**src/rtl/note_seq_pkg.sv**
```systemverilog
// Shared types and constants for the note record/replay stage.
package note_seq_pkg;

    // Top-level sequencer modes.
    typedef enum logic [1:0] {
        IDLE = 2'd0,
        REC  = 2'd1,
        PLAY = 2'd2
    } seq_state_e;

    // Sub-steps of playback: address the RAM, capture the first entry, then time notes.
    typedef enum logic [1:0] {
        PH_FETCH = 2'd0,
        PH_LOAD  = 2'd1,
        PH_RUN   = 2'd2
    } play_phase_e;

    localparam logic [7:0] KEY_SILENCE   = 8'h00;
    localparam int         DUR_W_DEFAULT = 16;
    localparam int         ENTRY_W       = 8 + DUR_W_DEFAULT;

    // One stored note at the default duration width.
    typedef struct packed {
        logic [7:0]               code;
        logic [DUR_W_DEFAULT-1:0] dur;
    } note_entry_t;

    // Entry width for an arbitrary duration field width.
    function automatic int entry_width(input int dur_w);
        return 8 + dur_w;
    endfunction

endpackage

```
**src/rtl/note_seq_ram.sv**
```systemverilog
// Simple dual-port note store: one write port, one registered read port, no content reset.
module note_ram
    import note_seq_pkg::*;
#(
    parameter int DEPTH = 64,
    parameter int W     = ENTRY_W
) (
    input  logic                     clk_i,
    input  logic                     wr_en_i,
    input  logic [$clog2(DEPTH)-1:0] wr_addr_i,
    input  logic [W-1:0]             wr_data_i,
    input  logic [$clog2(DEPTH)-1:0] rd_addr_i,
    output logic [W-1:0]             rd_data_o
);

    logic [W-1:0] mem_q [DEPTH];

    // Write port plus registered read port.
    always_ff @(posedge clk_i) begin
        if (wr_en_i) begin
            mem_q[wr_addr_i] <= wr_data_i;
        end
        rd_data_o <= mem_q[rd_addr_i];
    end

endmodule

```
**src/rtl/note_sequencer.sv**
```systemverilog
// Record/replay stage between the keyboard decoder and the tone generator.
// Idle passes keys through, REC also stores {code, duration} entries, PLAY
// re-emits the stored notes with their original tick durations.
// Playback prefetches the next entry while the current note sounds, so notes
// must last at least two clocks (TICK_DIV >= 2).
module note_sequencer
    import note_seq_pkg::*;
#(
    parameter int DEPTH    = 64,
    parameter int DUR_W    = DUR_W_DEFAULT,
    parameter int TICK_DIV = 5000
) (
    input  logic                   clk_5MHz,
    input  logic                   reset,
    input  logic [7:0]             key_in,
    input  logic                   record,
    input  logic                   replay,
    output logic [7:0]             key_out,
    output logic                   recording,
    output logic                   replaying,
    output logic                   full,
    output logic [$clog2(DEPTH):0] note_count
);

    localparam int AW = $clog2(DEPTH);
    localparam int CW = AW + 1;
    localparam int EW = entry_width(DUR_W);
    localparam int PW = $clog2(TICK_DIV);
    localparam logic [DUR_W-1:0] DUR_MAX = {DUR_W{1'b1}};

    typedef struct packed {
        logic [7:0]       code;
        logic [DUR_W-1:0] dur;
    } note_rec_t;

    seq_state_e        state_q, state_d;
    play_phase_e       phase_q, phase_d;
    logic [PW-1:0]     pre_q, pre_d, pre_inc_s;
    logic [DUR_W-1:0]  dur_q, dur_d, dur_inc_s, dur_wr_s;
    logic [DUR_W-1:0]  rem_q, rem_d;
    logic [7:0]        cur_code_q, cur_code_d;
    logic [CW-1:0]     idx_q, idx_d, idx_nxt_s;
    logic [CW-1:0]     count_q, count_d;
    logic [7:0]        key_q, key_d;
    logic              replay_q;
    logic              rec_flag_q, play_flag_q, full_q;
    logic              tick_s, full_s, boundary_s;
    logic              wr_en_s;
    logic [AW-1:0]     wr_addr_s, rd_addr_s;
    logic [EW-1:0]     wr_data_s, rd_data_s;
    note_rec_t         rd_entry_s;

    note_ram #(
        .DEPTH (DEPTH),
        .W     (EW)
    ) u_ram (
        .clk_i     (clk_5MHz),
        .wr_en_i   (wr_en_s),
        .wr_addr_i (wr_addr_s),
        .wr_data_i (wr_data_s),
        .rd_addr_i (rd_addr_s),
        .rd_data_o (rd_data_s)
    );

    assign rd_entry_s = rd_data_s;
    assign tick_s     = (pre_q == PW'(TICK_DIV - 1));
    assign pre_inc_s  = tick_s ? '0 : pre_q + PW'(1);
    assign full_s     = (count_q == CW'(DEPTH));
    assign idx_nxt_s  = idx_q + CW'(1);
    assign wr_addr_s  = count_q[AW-1:0];
    assign wr_data_s  = {cur_code_q, dur_wr_s};

    // Saturating tick count of the note being recorded; a stored entry is never zero ticks.
    always_comb begin
        dur_inc_s = dur_q;
        if (tick_s && (dur_q != DUR_MAX)) begin
            dur_inc_s = dur_q + DUR_W'(1);
        end else begin
            dur_inc_s = dur_q;
        end
        dur_wr_s = (dur_inc_s == '0) ? DUR_W'(1) : dur_inc_s;
    end

    // Next-state logic for mode, prescaler, recording and playback bookkeeping.
    always_comb begin
        state_d    = state_q;
        phase_d    = phase_q;
        pre_d      = pre_q;
        dur_d      = dur_q;
        rem_d      = rem_q;
        cur_code_d = cur_code_q;
        idx_d      = idx_q;
        count_d    = count_q;
        key_d      = key_q;
        wr_en_s    = 1'b0;
        boundary_s = 1'b0;
        rd_addr_s  = idx_nxt_s[AW-1:0];

        case (state_q)
            IDLE: begin
                key_d = key_in;
                pre_d = '0;
                if (record) begin
                    state_d    = REC;
                    count_d    = '0;
                    cur_code_d = key_in;
                    dur_d      = '0;
                end else if (replay && !replay_q) begin
                    state_d = PLAY;
                    phase_d = PH_FETCH;
                    idx_d   = '0;
                end else begin
                    state_d = IDLE;
                end
            end

            REC: begin
                key_d      = key_in;
                pre_d      = pre_inc_s;
                dur_d      = dur_inc_s;
                boundary_s = !record || (key_in != cur_code_q) || (dur_inc_s == DUR_MAX);
                if (boundary_s) begin
                    // Close the current entry; a full store keeps timing but drops the write.
                    pre_d      = '0;
                    dur_d      = '0;
                    cur_code_d = key_in;
                    if (!full_s) begin
                        wr_en_s = 1'b1;
                        count_d = count_q + CW'(1);
                    end else begin
                        count_d = count_q;
                    end
                    if (!record) begin
                        state_d = IDLE;
                    end else begin
                        state_d = REC;
                    end
                end else begin
                    state_d = REC;
                end
            end

            PLAY: begin
                if (!replay) begin
                    state_d = IDLE;
                    key_d   = KEY_SILENCE;
                end else begin
                    case (phase_q)
                        PH_FETCH: begin
                            rd_addr_s = idx_q[AW-1:0];
                            key_d     = KEY_SILENCE;
                            if (count_q == '0) begin
                                state_d = IDLE;
                            end else begin
                                phase_d = PH_LOAD;
                            end
                        end
                        PH_LOAD: begin
                            key_d   = rd_entry_s.code;
                            rem_d   = rd_entry_s.dur;
                            pre_d   = '0;
                            phase_d = PH_RUN;
                        end
                        PH_RUN: begin
                            pre_d = pre_inc_s;
                            if (tick_s && (rem_q == DUR_W'(1))) begin
                                // Note finished: the prefetched next entry is already on rd_data.
                                idx_d = idx_nxt_s;
                                if (idx_nxt_s == count_q) begin
                                    state_d = IDLE;
                                    key_d   = KEY_SILENCE;
                                end else begin
                                    key_d = rd_entry_s.code;
                                    rem_d = rd_entry_s.dur;
                                end
                            end else if (tick_s) begin
                                rem_d = rem_q - DUR_W'(1);
                            end else begin
                                rem_d = rem_q;
                            end
                        end
                        default: begin
                            phase_d = PH_FETCH;
                        end
                    endcase
                end
            end

            default: begin
                state_d = IDLE;
                key_d   = KEY_SILENCE;
            end
        endcase
    end

    // State register, counters and registered outputs with synchronous reset.
    always_ff @(posedge clk_5MHz) begin
        if (reset) begin
            state_q     <= IDLE;
            phase_q     <= PH_FETCH;
            pre_q       <= '0;
            dur_q       <= '0;
            rem_q       <= '0;
            cur_code_q  <= KEY_SILENCE;
            idx_q       <= '0;
            count_q     <= '0;
            key_q       <= KEY_SILENCE;
            replay_q    <= 1'b0;
            rec_flag_q  <= 1'b0;
            play_flag_q <= 1'b0;
            full_q      <= 1'b0;
        end else begin
            state_q     <= state_d;
            phase_q     <= phase_d;
            pre_q       <= pre_d;
            dur_q       <= dur_d;
            rem_q       <= rem_d;
            cur_code_q  <= cur_code_d;
            idx_q       <= idx_d;
            count_q     <= count_d;
            key_q       <= key_d;
            replay_q    <= replay;
            rec_flag_q  <= (state_d == REC);
            play_flag_q <= (state_d == PLAY);
            full_q      <= (count_d == CW'(DEPTH));
        end
    end

    assign key_out    = key_q;
    assign recording  = rec_flag_q;
    assign replaying  = play_flag_q;
    assign full       = full_q;
    assign note_count = count_q;

endmodule

```
**config.mk**
```make
export PLATFORM = sky130hd
export DESIGN_NAME = note_sequencer
export DESIGN_NICKNAME = d
export VERILOG_FILES = /design/src/rtl/note_seq_pkg.sv /design/src/rtl/note_seq_ram.sv /design/src/rtl/note_sequencer.sv
export SDC_FILE = /design/constraint.sdc
export NUM_CORES = 2
export LEC_CHECK = 0
export CAP_MARGIN = 20
export CELL_PAD_IN_SITES_DETAIL_PLACEMENT = 1
export CELL_PAD_IN_SITES_GLOBAL_PLACEMENT = 2
export CORE_UTILIZATION = 35
export CTS_BUF_LIST = sky130_fd_sc_hd__clkbuf_8
export CTS_CLUSTER_DIAMETER = 200
export DETAILED_ROUTE_END_ITERATION = 7
export PLACE_DENSITY = 0.68
export SKIP_CTS_REPAIR_TIMING = 1
export SLEW_MARGIN = 5
export SYNTH_ARGS = -nofsm -noshare
export SYNTH_HDL_FRONTEND = slang
export SYNTH_HIERARCHICAL = 1
export SYNTH_SLANG_ARGS = --single-unit
```
**constraint.sdc**
```tcl
create_clock -name clk_5MHz -period 9.7 [get_ports clk_5MHz]
set_input_delay 1.94 -clock clk_5MHz [delete_from_list [all_inputs] [get_ports clk_5MHz]]
set_output_delay 1.94 -clock clk_5MHz [all_outputs]
set_load 0.05 [all_outputs]
```
==> impl_metrics.ini <==
[outcome]
outcome = completed

[sta]
whs_ps = 479
rsz0062_at_grt = false
drv_slew = 0
max_freq_mhz = 157
setup_ws_ps = 3320
clock_skew_ps = 78.2
worst_slew_pin_slew_ps = 1010
finalSetupViolCount = 0
fin_crit_sh_pct = 65.7
hold_violations = 0
min_period_ps = 6380
final.setup.tns_ps = 0
slew_headroom_pct = 32.5

[logic_synthesis]
syn_nets = 3334
ys_top_cells_by_area = edfxtp_1 (71%), mux4_2 (12%), dfxtp_1 (3.3%), mux2i_1 (1.7%), mux2_2 (0.97%)
post-synth-top-area-fraction_pct = 71.2
synthDistinctLibCells = 77
yosysTopAreaCell = edfxtp_1
syn-cell-area_sq_um = 64700
yosysSeqAreaShare_pct = 74.5
synth_cells = 3306
synth-main-ff-cell = edfxtp_1
synth-edff-count = 1536
async_flop_share_pct = 0
synth_area_per_cell_sq_um = 19.6
ys_ff_latch = 1643
yosysWarnings = 6

[clocking]
insertion_delay_ps = 1010
cts_tree = yes
cts_made_buffers = 281
ctsLongestPathBuffers = 4
cts_root_buf = clkbuf_8
h-tree-depth = 5
cts.sinks = 1643
clk_pin_slew_ps = 60

[detailed_routing]
num_vias = 34216
drt-initial-drc-count = 3285
first_pass_iters = 7
drc = 0
routed_wl_mm = 179
drtAntennaViolNets = 0
vias_per_cell = 5.49
wl_per_cell_um = 28.8

[worst_setup_path]
worstPathMaxFanout = 67
start_kind = register
worst_path_max_delay_cell = buf_4
cp-end-kind = register
critPathMaxStageDelay_ps = 660
required_ps = 10340
cp.arrival_ps = 7020
crit_chain = ha_1, and4_1, and4_1, nor3_1, xor2_4, buf_4, nand3_1, nand4b_4, a21oi_2, and2_1, nor2b_1, nand3_1, nor2_2, buf_4
worstSetupPathType = reg2reg

[flow_run]
maxCapViolations = 0

[final_layout]
finalNetCount = 3594
n_fill_cell = 17807
multiInputGateArea_sq_um = 15800
regArea_sq_um = 48300
fin_cells = 6227
drive_gt1_share_pct = 26.8
post-route-util_pct = 40.2
final_area_sq_um = 73700
syn_to_final_growth_pct = 13.8

[pwr]
p_leak_nw = 23.5
p_per_area_nw_per_um2 = 186
p_total_mw = 13.7
irDropWorstVdd_v = 0.000159

[floorplanning]
die_y_um = 432
initial_core_util_pct = 35.3
io_pins = 30
die_width_um = 432
num_rows = 157
dieArea_sq_um = 187000
core_area_sq_um = 183000

[placed_design]
dpl_cell_area_sq_um = 68600
io_buffers = 29
pre_cts_ws_ps = 2890
dp_cells = 5743
dp_hpwl_mm = 103
place_congestion = 0.780

[global_routing]
grt_first_pass_wirelength_mm = 257
grtUsageMet1_pct = 27.4
met2_usage_pct = 29.7
first_global_vias = 35336
antenna_found_initial = 9
grt.overflow.total = 0
use_met3_pct = 4.10
grtUsageTotal_pct = 19.2
busiest_layer = met2
grt_max_degree = 97

[hold_path]
hold_path.class = reg2reg
[worst max-delay path: cells and delay by family (launching register included)]
family / cells / cell delay, ps
compound gates: 1 / 360
xor+xnor: 1 / 160
fa+ha+maj: 1 / 370
buf+inv: 2 / 1080
flops: 1 / 410
simple gates: 9 / 3580
[power by group]
group	leakage (nW)	internal, mW	switching, mW
combinational	5.52	0.0759	0.163
clock	2.86	3.02	2.74
sequential	15.1	7.70	0.0106
[final cells by class]
cell class,count,share of cell area (%)
Antenna cell,5,0.0170
Timing Repair Buffer,167,1.90
Sequential cell,1643,65.5
Multi-Input combinational cell,1444,21.4
Clock buffer,296,5.53
Tap cell,2464,4.18
Clock inverter,179,1.28
Inverter,29,0.148
[layout by cell type (no fill, tap or decap), types with 59 or more instances in the layout]
cell type and instances:
a22oi_1 59, buf_4 130, clkbuf_8 296, dfxtp_1 99, edfxtp_1 1536, inv_1 106
mux2i_1 112, mux4_2 355, nand2_1 91, nor2_1 103, nor2_2 65
[cell usage after synthesis (all sizes together), types with 4 or more instances]
cell type / number
edfxtp: 1536
nor4b: 4
and3: 30
nand3: 59
o22ai: 54
buf: 116
mux2: 56
mux4: 355
a221o: 4
inv: 28
mux2i: 113
a21o: 4
o31ai: 6
a31oi: 28
o211ai: 4
a22oi: 59
or2: 6
nor3b: 6
a21oi: 53
a221oi: 54
a211oi: 4
a22o: 9
nand2b: 15
o21a: 14
nor3: 23
nand4: 22
nor2b: 14
a2bb2oi: 4
o21ai: 55
nor4: 10
xnor2: 29
nand3b: 4
xor2: 13
nor2: 169
or3: 14
and4: 8
and2: 8
clkbuf: 74
nand2: 92
ha: 16
dfxtp: 107
[final timing paths]
kind / startpoint / endpoint / slack [ps] / depth (start not counted)
worst max-delay path: dur_q[0] / u_ram/mem_q[46][1] / 3320 / 14
worst min-delay path: pre_q[12] / pre_q[12] / 480 / 1
worst max register to register: dur_q[0] / u_ram/mem_q[46][1] / 3320 / 14
worst min register to register: pre_q[12] / pre_q[12] / 480 / 1
[logic make-up (layout without fill, tap and decap cells)]
family / count (synthesis) / in the layout / synth area share, %
multiplexers: 524 / 524 / 15.1
adder cells (fa/ha/maj): 16 / 16 / 0.309
buffers and inverters: 219 / 671 / 1.73
flip-flops: 1643 / 1643 / 74.5
other: 0 / 5 / 0
XOR/XNOR: 43 / 43 / 0.603
AND/OR/NAND/NOR: 492 / 492 / 3.82
AO/OA/AOI/OAI: 369 / 369 / 3.92
[layer usage]
layer	vias up	part of all wire, %
li1	14171	-
met2	1299	46
met3	218	7.6
met4	0	2.4
met1	18528	44
met5	-	0
[registers in the layout (all words and copies together) (netlist names), 2 cells and up]
name and cells:
u_ram/rd_data_o 24, rem_q 16, note_count 7, state_q 2, phase_q 2, pre_q 13, u_ram/mem_q 1536, key_out 8
cur_code_q 8, idx_q 7, dur_q 16
Note: power is estimated with default switching activity, not from simulation.
